`config.mk`:
```
export PLATFORM = sky130hd
export DESIGN_NAME = seg_display_ctrl_flat
export DESIGN_NICKNAME = d
export VERILOG_FILES = /design/src/rtl/seg_display_pkg.sv /design/src/rtl/seg_display_ctrl_if.sv /design/src/rtl/seg_display_ctrl_bin2bcd_seq.sv /design/src/rtl/seg_display_ctrl.sv /design/src/flat_wrapper.sv
export SDC_FILE = /design/constraint.sdc
export NUM_CORES = 1
export LEC_CHECK = 0
export CELL_PAD_IN_SITES_DETAIL_PLACEMENT = 0
export CELL_PAD_IN_SITES_GLOBAL_PLACEMENT = 1
export CORE_MARGIN = 1
export CORE_UTILIZATION = 45
export CTS_CLUSTER_DIAMETER = 40
export DETAILED_ROUTE_END_ITERATION = 16
export GPL_TIMING_DRIVEN = 0
export PLACE_DENSITY_LB_ADDON = 0.1
export REMOVE_ABC_BUFFERS = 1
export SLEW_MARGIN = 10
export SYNTH_ARGS = -nofsm -noshare
export SYNTH_HDL_FRONTEND = slang
export SYNTH_SLANG_ARGS = --single-unit
```
`constraint.sdc`:
```
create_clock -name clk -period 7.6 [get_ports clk]
set_clock_uncertainty 0.15 [all_clocks]
set_input_delay 1.9 -clock clk [delete_from_list [all_inputs] [get_ports clk]]
set_output_delay 1.9 -clock clk [all_outputs]
set_load 0.03 [all_outputs]
```
`src/rtl/seg_display_pkg.sv`:
```
// seg_display_pkg
//   Shared definitions for the seven-segment display controller:
//   FSM state encoding, active-low segment patterns {g,f,e,d,c,b,a},
//   and a nibble-to-pattern helper.
package seg_display_pkg;

    typedef enum logic [1:0] {
        ST_IDLE  = 2'd0,
        ST_LOAD  = 2'd1,
        ST_SHIFT = 2'd2,
        ST_STORE = 2'd3
    } state_e;

    localparam logic [6:0] SEG_BLANK = 7'h7F;
    localparam logic [6:0] SEG_DASH  = 7'h3F;

    localparam logic [6:0] SEG_DIGIT [0:9] = '{
        7'h40, 7'h79, 7'h24, 7'h30, 7'h19,
        7'h12, 7'h02, 7'h78, 7'h00, 7'h10
    };

    // Non-decimal nibbles cannot come out of the converter; show blank.
    function automatic logic [6:0] seg_encode(input logic [3:0] nib);
        if (nib < 4'd10) begin
            return SEG_DIGIT[nib];
        end
        return SEG_BLANK;
    endfunction

endpackage

```
`src/rtl/seg_display_ctrl_if.sv`:
```
// seg_display_ctrl_if
//   Bundle between the debug taps / board pins and seg_display_ctrl.
//   ch_data    : NUM_CH*DATA_W channel values, channel 0 in LSBs
//   update_req : single-cycle refresh request strobe
//   seg        : NUM_CH*DIGITS*7 active-low segments, ch0 units in [6:0]
//   busy       : conversion in progress
//   done       : one-cycle pulse when seg updates
//   heartbeat  : toggles on every prescaler tick
//   master drives the channel data and requests; slave is the controller.
interface seg_display_ctrl_if #(
    parameter int unsigned NUM_CH = 4,
    parameter int unsigned DATA_W = 8,
    parameter int unsigned DIGITS = 2
);

    logic [NUM_CH*DATA_W-1:0]   ch_data;
    logic                       update_req;
    logic [NUM_CH*DIGITS*7-1:0] seg;
    logic                       busy;
    logic                       done;
    logic                       heartbeat;

    modport master (
        output ch_data,
        output update_req,
        input  seg,
        input  busy,
        input  done,
        input  heartbeat
    );

    modport slave (
        input  ch_data,
        input  update_req,
        output seg,
        output busy,
        output done,
        output heartbeat
    );

endinterface

```
`src/rtl/seg_display_ctrl_bin2bcd_seq.sv`:
```
// bin2bcd_seq
//   Sequential double-dabble converter, one bit per clock.
//   clk    : system clock
//   reset  : synchronous, active-low
//   start  : load value, clear accumulator, arm DATA_W shifts
//   value  : unsigned binary input, sampled when start is high
//   bcd    : BCD accumulator, nibble 0 is units; stable once shifting ends
//   finish : high in the cycle whose closing edge performs the last shift
module bin2bcd_seq #(
    parameter int unsigned DATA_W = 8,
    parameter int unsigned BCD_W  = 12
) (
    input  logic              clk,
    input  logic              reset,
    input  logic              start,
    input  logic [DATA_W-1:0] value,
    output logic [BCD_W-1:0]  bcd,
    output logic              finish
);

    localparam int unsigned CNT_W = $clog2(DATA_W + 1);

    logic [DATA_W-1:0] val_q;
    logic [BCD_W-1:0]  bcd_q;
    logic [BCD_W-1:0]  bcd_adj;
    logic [CNT_W-1:0]  cnt_q;

    always_comb begin
        bcd_adj = bcd_q;
        for (int unsigned i = 0; i < BCD_W / 4; i++) begin
            if (bcd_q[i*4 +: 4] >= 4'd5) begin
                bcd_adj[i*4 +: 4] = bcd_q[i*4 +: 4] + 4'd3;
            end
        end
    end

    always_ff @(posedge clk) begin
        if (!reset) begin
            val_q <= '0;
            bcd_q <= '0;
            cnt_q <= '0;
        end else if (start) begin
            val_q <= value;
            bcd_q <= '0;
            cnt_q <= CNT_W'(DATA_W);
        end else if (cnt_q != '0) begin
            bcd_q <= {bcd_adj[BCD_W-2:0], val_q[DATA_W-1]};
            val_q <= val_q << 1;
            cnt_q <= cnt_q - CNT_W'(1);
        end
    end

    assign bcd    = bcd_q;
    assign finish = (cnt_q == CNT_W'(1));

endmodule

```
`src/rtl/seg_display_ctrl.sv`:
```
// seg_display_ctrl
//   Converts NUM_CH unsigned channels to decimal and drives NUM_CH*DIGITS
//   active-low seven-segment digits. Refresh runs on every prescaler tick
//   or on update_req; triggers during a refresh collapse into one pending
//   refresh. Results collect in a shadow buffer and are committed to seg
//   atomically together with a one-cycle done pulse.
//   clk   : system clock, rising edge
//   reset : synchronous, active-low
//   bus   : seg_display_ctrl_if.slave (ch_data, update_req in;
//           seg, busy, done, heartbeat out)
//   Build option DISP_LZ_BLANK_EN: blank leading zero digits of
//   non-overflow channels (units digit always shown).
module seg_display_ctrl
    import seg_display_pkg::*;
#(
    parameter int unsigned NUM_CH   = 4,
    parameter int unsigned DATA_W   = 8,
    parameter int unsigned DIGITS   = 2,
    parameter int unsigned TICK_DIV = 5_000_000
) (
    input  logic              clk,
    input  logic              reset,
    seg_display_ctrl_if.slave bus
);

    localparam int unsigned BCD_NIB  = (DATA_W + 2) / 3;
    localparam int unsigned BCD_W    = 4 * BCD_NIB;
    localparam int unsigned EXT_NIB  = (BCD_NIB > DIGITS) ? BCD_NIB : DIGITS;
    localparam int unsigned EXT_W    = 4 * EXT_NIB;
    localparam int unsigned SEG_CH_W = 7 * DIGITS;
    localparam int unsigned SEG_W    = NUM_CH * SEG_CH_W;
    localparam int unsigned CH_W     = (NUM_CH > 1) ? $clog2(NUM_CH) : 1;
    localparam int unsigned PS_W     = $clog2(TICK_DIV);

    state_e                   state_q;
    logic [CH_W-1:0]          ch_idx_q;
    logic [NUM_CH*DATA_W-1:0] snap_q;
    logic [SEG_W-1:0]         shadow_q;
    logic [SEG_W-1:0]         seg_q;
    logic                     busy_q;
    logic                     done_q;
    logic                     hb_q;
    logic                     pend_q;
    logic                     commit_q;
    logic [PS_W-1:0]          ps_q;

    logic                     tick;
    logic                     trig;
    logic                     eng_start;
    logic [DATA_W-1:0]        eng_value;
    logic [BCD_W-1:0]         eng_bcd;
    logic                     eng_finish;

    logic [EXT_W-1:0]         ext;
    logic                     ovf;
    int unsigned              d;
    logic [3:0]               nib;
    logic [6:0]               pat;
    logic [SEG_CH_W-1:0]      digit_pat;
`ifdef DISP_LZ_BLANK_EN
    logic                     lead;
`endif

    assign tick = (ps_q == PS_W'(TICK_DIV - 1));
    assign trig = tick | bus.update_req;

    // Channel 0 converts straight from the live input in the same cycle the
    // snapshot is taken, so every channel of a refresh sees one instant.
    assign eng_start = (state_q == ST_LOAD);
    assign eng_value = (ch_idx_q == '0) ? bus.ch_data[DATA_W-1:0]
                                        : snap_q[ch_idx_q*DATA_W +: DATA_W];

    bin2bcd_seq #(
        .DATA_W (DATA_W),
        .BCD_W  (BCD_W)
    ) u_bin2bcd (
        .clk    (clk),
        .reset  (reset),
        .start  (eng_start),
        .value  (eng_value),
        .bcd    (eng_bcd),
        .finish (eng_finish)
    );

    // Digit patterns for the channel currently held in the converter.
    always_comb begin
        ext                = '0;
        ext[BCD_W-1:0]     = eng_bcd;
        ovf                = 1'b0;
        d                  = 0;
        nib                = '0;
        pat                = SEG_BLANK;
        digit_pat          = '0;
`ifdef DISP_LZ_BLANK_EN
        lead               = 1'b1;
`endif
        for (int unsigned i = DIGITS; i < EXT_NIB; i++) begin
            if (ext[i*4 +: 4] != 4'd0) begin
                ovf = 1'b1;
            end
        end
        // Walk from the most significant shown digit down so that leading
        // zeros can be identified.
        for (int unsigned k = 0; k < DIGITS; k++) begin
            d   = DIGITS - 1 - k;
            nib = ext[d*4 +: 4];
`ifdef DISP_LZ_BLANK_EN
            if (lead && (nib == 4'd0) && (d != 0)) begin
                pat = SEG_BLANK;
            end else begin
                lead = 1'b0;
                pat  = seg_encode(nib);
            end
`else
            pat = seg_encode(nib);
`endif
            digit_pat[d*7 +: 7] = ovf ? SEG_DASH : pat;
        end
    end

    always_ff @(posedge clk) begin
        if (!reset) begin
            state_q  <= ST_IDLE;
            ch_idx_q <= '0;
            snap_q   <= '0;
            shadow_q <= '1;
            seg_q    <= '1;
            busy_q   <= 1'b0;
            done_q   <= 1'b0;
            hb_q     <= 1'b0;
            pend_q   <= 1'b0;
            commit_q <= 1'b0;
            ps_q     <= '0;
        end else begin
            done_q <= 1'b0;
            ps_q   <= tick ? '0 : ps_q + PS_W'(1);
            if (tick) begin
                hb_q <= ~hb_q;
            end

            if (trig && (state_q != ST_IDLE)) begin
                pend_q <= 1'b1;
            end

            case (state_q)
                ST_IDLE: begin
                    // The commit happens one cycle after the last STORE,
                    // once the shadow holds every channel; busy covers it.
                    if (commit_q) begin
                        commit_q <= 1'b0;
                        seg_q    <= shadow_q;
                        done_q   <= 1'b1;
                        if (pend_q || trig) begin
                            state_q <= ST_LOAD;
                            pend_q  <= 1'b0;
                        end else begin
                            busy_q <= 1'b0;
                        end
                    end else if (trig || pend_q) begin
                        state_q <= ST_LOAD;
                        busy_q  <= 1'b1;
                        pend_q  <= 1'b0;
                    end
                end
                ST_LOAD: begin
                    if (ch_idx_q == '0) begin
                        snap_q <= bus.ch_data;
                    end
                    state_q <= ST_SHIFT;
                end
                ST_SHIFT: begin
                    if (eng_finish) begin
                        state_q <= ST_STORE;
                    end
                end
                ST_STORE: begin
                    shadow_q[ch_idx_q*SEG_CH_W +: SEG_CH_W] <= digit_pat;
                    if (ch_idx_q == CH_W'(NUM_CH - 1)) begin
                        ch_idx_q <= '0;
                        commit_q <= 1'b1;
                        state_q  <= ST_IDLE;
                    end else begin
                        ch_idx_q <= ch_idx_q + CH_W'(1);
                        state_q  <= ST_LOAD;
                    end
                end
                default: begin
                    state_q <= ST_IDLE;
                end
            endcase
        end
    end

    assign bus.seg       = seg_q;
    assign bus.busy      = busy_q;
    assign bus.done      = done_q;
    assign bus.heartbeat = hb_q;

endmodule

```
`src/flat_wrapper.sv`:
```
// flat-port wrapper written by rule: the top's interface ports become plain ports
module seg_display_ctrl_flat import seg_display_pkg::*;
#(
    parameter int unsigned NUM_CH   = 4,
    parameter int unsigned DATA_W   = 8,
    parameter int unsigned DIGITS   = 2,
    parameter int unsigned TICK_DIV = 5_000_000
)
  (clk, reset, bus_ch_data, bus_update_req, bus_seg, bus_busy, bus_done, bus_heartbeat);
  seg_display_ctrl_if #(.NUM_CH(NUM_CH), .DATA_W(DATA_W), .DIGITS(DIGITS)) bus_i ();
  input  logic clk;
  input  logic reset;
  input wire logic [$bits(bus_i.ch_data)-1:0] bus_ch_data;
  input wire logic [$bits(bus_i.update_req)-1:0] bus_update_req;
  output wire logic [$bits(bus_i.seg)-1:0] bus_seg;
  output wire logic [$bits(bus_i.busy)-1:0] bus_busy;
  output wire logic [$bits(bus_i.done)-1:0] bus_done;
  output wire logic [$bits(bus_i.heartbeat)-1:0] bus_heartbeat;
  assign bus_i.ch_data = bus_ch_data;
  assign bus_i.update_req = bus_update_req;
  assign bus_seg = bus_i.seg;
  assign bus_busy = bus_i.busy;
  assign bus_done = bus_i.done;
  assign bus_heartbeat = bus_i.heartbeat;
  seg_display_ctrl #(.NUM_CH(NUM_CH), .DATA_W(DATA_W), .DIGITS(DIGITS), .TICK_DIV(TICK_DIV)) u_core (.clk(clk), .reset(reset), .bus(bus_i));
endmodule
```
---- After elaboration in Yosys (flattened, before gate mapping) ----
Memories as Yosys holds them, arrays and structs flattened.
Index checks and enable logic that the tools add are counted.
storage, ports and cells
  flip-flop bits (word level) ............. 200
  bits in read-only memories .............. 224
  bits of input ports ..................... 35
  output and inout bits ................... 59
  memories ................................ 2
operators by class
  add/sub/neg operators ................... 7
  $mul .................................... 1
  order comparisons ....................... 7
  equality and inequality tests ........... 10
  shift operators ......................... 3
  muxes and demuxes ....................... 36
  bitwise operators ....................... 5
  reduce and logical (&&, ||, !) cells .... 18
memory list
  name             words  bits a word  read ports  clocked after memory_dff  write ports  line                   source
  (no name shown)  16     7            1           0                         0            seg_display_pkg.sv:25  return SEG_DIGIT[nib];
  (no name shown)  16     7            1           0                         0            seg_display_pkg.sv:25
operators by type and width
  kind                                                                      count
  7-bit two-way mux                                                         10
  56-bit bitwise mux                                                        1
  14-bit by 34-bit variable shift with 56-bit output, first input constant  1
  14-bit by 34-bit variable part select with 56-bit output                  1
  6-bit negator with 34-bit output                                          1
  32-bit by 6-bit variable part select with 8-bit output                    1
  8-bit two-way mux                                                         3
  23-bit by 1-bit adder with 23-bit output, second input constant           1
  23-bit == test, second input constant                                     1
  4-bit two-way mux                                                         4
  4-bit by 3-bit >= comparator with 1-bit output, second input constant     3
  1-bit two-way mux                                                         12
  5-bit >= comparator, second input constant                                2
  4-bit inverter with 5-bit output                                          2
  2-bit AND reduction                                                       5
  4-bit by 2-bit adder with 4-bit output, second input constant             2
  4-bit less-than comparator, second input constant                         2
  2-bit case mux with 4 select lines                                        1
  2-bit nonzero test                                                        4
  4-bit nonzero test                                                        2
  2-bit == test, second input constant                                      3
  2-bit two-way mux                                                         3
  2-bit by 1-bit != test with 1-bit output, second input constant           3
  2-bit by 3-bit multiplier with 5-bit output, second input constant        1
  15 further kinds                                                          18

---- Depth between registers and ports, before layout ----
  word-level depth ........................ 9
  depth in mapped cells ................... 11

---- Cells and area by module ----
A second synthesis with hierarchy kept.
unflattened totals
  cells, all modules ...................... 1,075
  area total of the unflattened synthesis .. 8,898.5 um^2
by module, submodules not included
  module            instances  cells an instance  area each (um^2)
  seg_display_ctrl  1          925                7,682.4
  bin2bcd_seq       1          150                1,216.2

---- Least setup slack after synthesis ----
Ideal clock, no wire load.
  kind .................................... input -> register
  start ................................... in reset
  end ..................................... reg u_core.state_q[0]
  setup time .............................. 0.115 ns
  arrival ................................. 2.653 ns
  slack ................................... 4.682 ns
  stages on the path ...................... 5
  buffers on the path ..................... 2
  cells stage by stage .................... inv_1 -> clkbuf_1 -> clkbuf_1 -> nor2_1 -> o21a_1
RTL lines
  item                  line                     source
  start, declared       flat_wrapper.sv:12       input logic reset;
  end signal, assigned  seg_display_ctrl.sv:123  state_q <= ST_IDLE;
  end signal, assigned  seg_display_ctrl.sv:154  state_q <= ST_LOAD;
  end signal, assigned  seg_display_ctrl.sv:160  state_q <= ST_LOAD;
  end, declared         seg_display_ctrl.sv:35   state_e state_q;

---- Worst setup path in the final report ----
  start ................................... reg u_core.seg_q[24], in the netlist u_core.bus.seg[24]
  end ..................................... out bus_seg[24]
RTL lines
  item                    line                     source
  start, declared         seg_display_ctrl.sv:39   logic [SEG_W-1:0] seg_q;
  start signal, assigned  seg_display_ctrl.sv:151  seg_q <= shadow_q;
  end, declared           flat_wrapper.sv:15       output wire logic [$bits(bus_i.seg)-1:0] bus_seg;
No word-level cell between the ends.

==> qor.yml <==
synthesis:
  yosys.area_share.simple_pct: 23.3
  async_flop_share_pct: 0
  synth_xor_area_share_pct: 3.00
  yosys_register_bits: 200
  synth_cell_types: 57
  synth_cells: 1082
  synthMuxAreaShare_pct: 4.27
  synth_top_family_by_area: "simple AND/OR/NAND/NOR gates"
  avgSynthCellArea_um2: 8.11
  ys_seq_area_share_pct: 45.6
  synthAdderAreaFrac_pct: 3.71
  synth_flop_cell: "dfxtp_1"
  syn-cell-area_mm2: 0.00877
  synth_compound_area_share_pct: 15.8
  synth_edf_count: 0
  yosysWarnings: 0
timing:
  rsz0062_at_grt: "no"
  report.final.hold_viol_count: 0
  fin_crit_ns: 3.54
  worstMarginPinSlew_ns: 1.08
  fin_crit_sh_pct: 46.5
  fin_tns_setup_ns: 0
  setup_viol: 0
  slew_headroom_pct: 28.1
  final-max-slew-violation-count: 0
  max_freq_mhz: 283
clock_tree:
  cts_buffers: 17
  clock-sinks: 200
  post_cts_buffers: 0
  clockBufferDepth: 2
  cts-resized-gates: 0
  clk_latency_ns: 0.43
  cts_max_level: 4
  cts_hold_buffers: 0
  cts_tree: "done"
  clk_pin_slew_ns: 0.07
  clock_tree.root_cell: "clkbuf_16"
layout:
  layout_common_cells: "nand2_1, dfxtp_1, a21oi_1"
  stdcell_area_mm2: 0.0104
  layout-drive-gt1-share_pct: 6.51
  n_antenna_cell: 0
  synthToLayoutAreaGrowth_pct: 19.1
  num-nets-final: 1185
  layout_commonest_cell: "nand2_1"
  layoutNonFillerInstCount: 1397
  utilization_pct: 55.3
floorplan:
  die_area_mm2: 0.0201
  die_h_um: 142
  start_util_pct: 46.4
  rows: 50
  die_w_um: 142
  ioPinCount: 94
  core-area_mm2: 0.0189
placement:
  gp_congestion: 0.848
  dp_hpwl_um: 13400
  portBuffers: 93
  placed_area_mm2: 0.00983
  dp.cells: 1364
hold_path:
  min_path_type: "flip-flop to flip-flop"
  min_from: "u_core.ps_q[0]"
  whs_endpoint: "u_core.ps_q[0]"
  whs_path_depth: 1
critical_path:
  max_stage_delay_ns: 0.69
  cp_cell_sequence: "clkdlybuf4s50_1"
  arrival_ns: 1.49
  r2r_slack_ns: 4.15
  crit_required_ns: 5.55
  slowest_stage: "clkdlybuf4s50_1"
  critPathTopFamily: "buffers and inverters"
  path_class: "flip-flop to output pin"
  timing.rr.end: "u_core.shadow_q[20]"
  end_kind: "output pin"
  reg2reg_depth: 7
  rr_startpoint: "u_core.ch_idx_q[0]"
  cp-start-kind: "flip-flop"
  critPathMaxFanout: 2
  crit_buf_inv: 1
global_route:
  overflow: 0
  grt_antenna_before_repair: 0
  grt_first_pass_wirelength_um: 34300
  track_usage_pct: 21.3
  grt_max_degree: 60
  grt_pass1_vias: 6779
run_status:
  outcome: "finished clean"
route:
  drc: 0
  postRouteAntennaNets: 0
  initialDrtViolationCount: 578
  first_pass_iters: 6
  vias: 7344
  totalWireLength_um: 20400
  viasPerCell: 5.26
  routedWlPerCell_um: 14.6
power:
  comb_power_share_pct: 19.8
  power_switching_share_pct: 31.1
  powerDensity_mw_per_mm2: 248
  p_switching_uw: 806
  total_power_mw: 2.59
  ir_drop_uv: 144
  p_seq_share_pct: 45.5
  clkPwrFrac_pct: 34.6
  p_int_mw: 1.79
  p_leak_nw: 4.00
job:
  drv_cap: 0
[kinds of logic after synthesis]
kind of cell	count (synthesis)
AO/OA/AOI/OAI	242
XOR/XNOR	30
adder cells (fa/ha/maj)	26
buffers and inverters	93
flip-flops	200
multiplexers	25
AND/OR/NAND/NOR	466
[worst register-to-register path: stages (launching register included)]
cell,delay [ns]
dfxtp_2,0.58
buf_12,0.25
inv_1,0.27
ha_2,0.89
nand2b_1,0.31
nor3_1,0.07
a211oi_1,0.62
o21ai_0,0.19
[synthesized netlist by cell type (3+ instances only)]
cell type / instances / share of area (%)
mux2_2: 9 / 1.2
inv_1: 17 / 0.73
o31ai_1: 6 / 0.51
nand2b_1: 17 / 1.2
o221ai_1: 3 / 0.30
a21oi_1: 133 / 7.6
or3_1: 3 / 0.21
nor3b_1: 3 / 0.26
ha_1: 26 / 3.7
clkbuf_1: 57 / 2.4
o21ai_0: 52 / 3.0
mux4_2: 9 / 2.3
xnor2_1: 15 / 1.5
nor2_1: 66 / 2.8
or4_1: 3 / 0.26
nand2_1: 255 / 11
mux2i_1: 7 / 0.80
a221o_1: 10 / 1.1
and3_1: 6 / 0.43
nand3_1: 74 / 4.2
buf_4: 3 / 0.26
dfxtp_1: 200 / 46
and2_1: 7 / 0.50
buf_1: 5 / 0.21
xor2_1: 15 / 1.5
a211oi_1: 5 / 0.43
buf_2: 11 / 0.63
o21ai_1: 4 / 0.23
o21a_1: 3 / 0.26
o22ai_1: 5 / 0.36
nor3_1: 18 / 1.0
[flip-flops by register name, indices dropped and copies added (netlist names)]
signal                  count
u_core.ps_q                23
u_core.state_q              2
u_core.commit_q             1
u_core.ch_idx_q             2
u_core.u_bin2bcd.cnt_q      4
u_core.bus.heartbeat        1
u_core.bus.seg             56
u_core.u_bin2bcd.bcd       12
u_core.bus.done             1
u_core.snap_q              32
u_core.bus.busy             1
u_core.u_bin2bcd.val_q      8
u_core.shadow_q            56
u_core.pend_q               1
[stage by stage]
stage               hold WS, ns  setup slack, ns
finish                    0.303             4.06
global route              0.322             3.86
CTS                       0.307             3.78
detailed placement        0.288             3.78
global placement          0.280           -0.283
floorplan                 0.263             3.74
[metal layers]
metal	wire (um)	track usage, %
met1	10500	31.5
met2	8910	31.6
met4	172	5.38
met5	0	0
met3	828	4.05
[power groups by stage]
stage	clock network [mW]	logic, mW	registers (mW)
final	0.897	0.514	1.18
after global routing	0.964	0.583	1.19
after CTS	0.917	0.503	1.18
after detailed placement	0	0.500	1.21
after global placement	0	0.482	1.21
after floorplan	0	0.351	1.20
[cell type report]
class	instances	area (um2)
well taps	260	325
multi-input cells	789	4400
flip-flops and latches	200	4010
inverters	17	66.3
clock inverters	11	108
repair buffers	99	1060
clock buffers	21	480
fillers	1815	8450
[worst max path at each step]
stage	start	end	cells past startpoint
6_report	u_core.bus.seg[24]	bus_seg[24]	1
5_1_grt	u_core.ch_idx_q[0]	u_core.shadow_q[52]	7
4_1_cts	u_core.ch_idx_q[0]	u_core.shadow_q[20]	7
3_5_place_dp	u_core.ch_idx_q[0]	u_core.shadow_q[20]	7
3_3_place_gp	reset	u_core.shadow_q[13]	4
2_1_floorplan	reset	u_core.state_q[0]	3
Power figures use the tool's default switching activity.
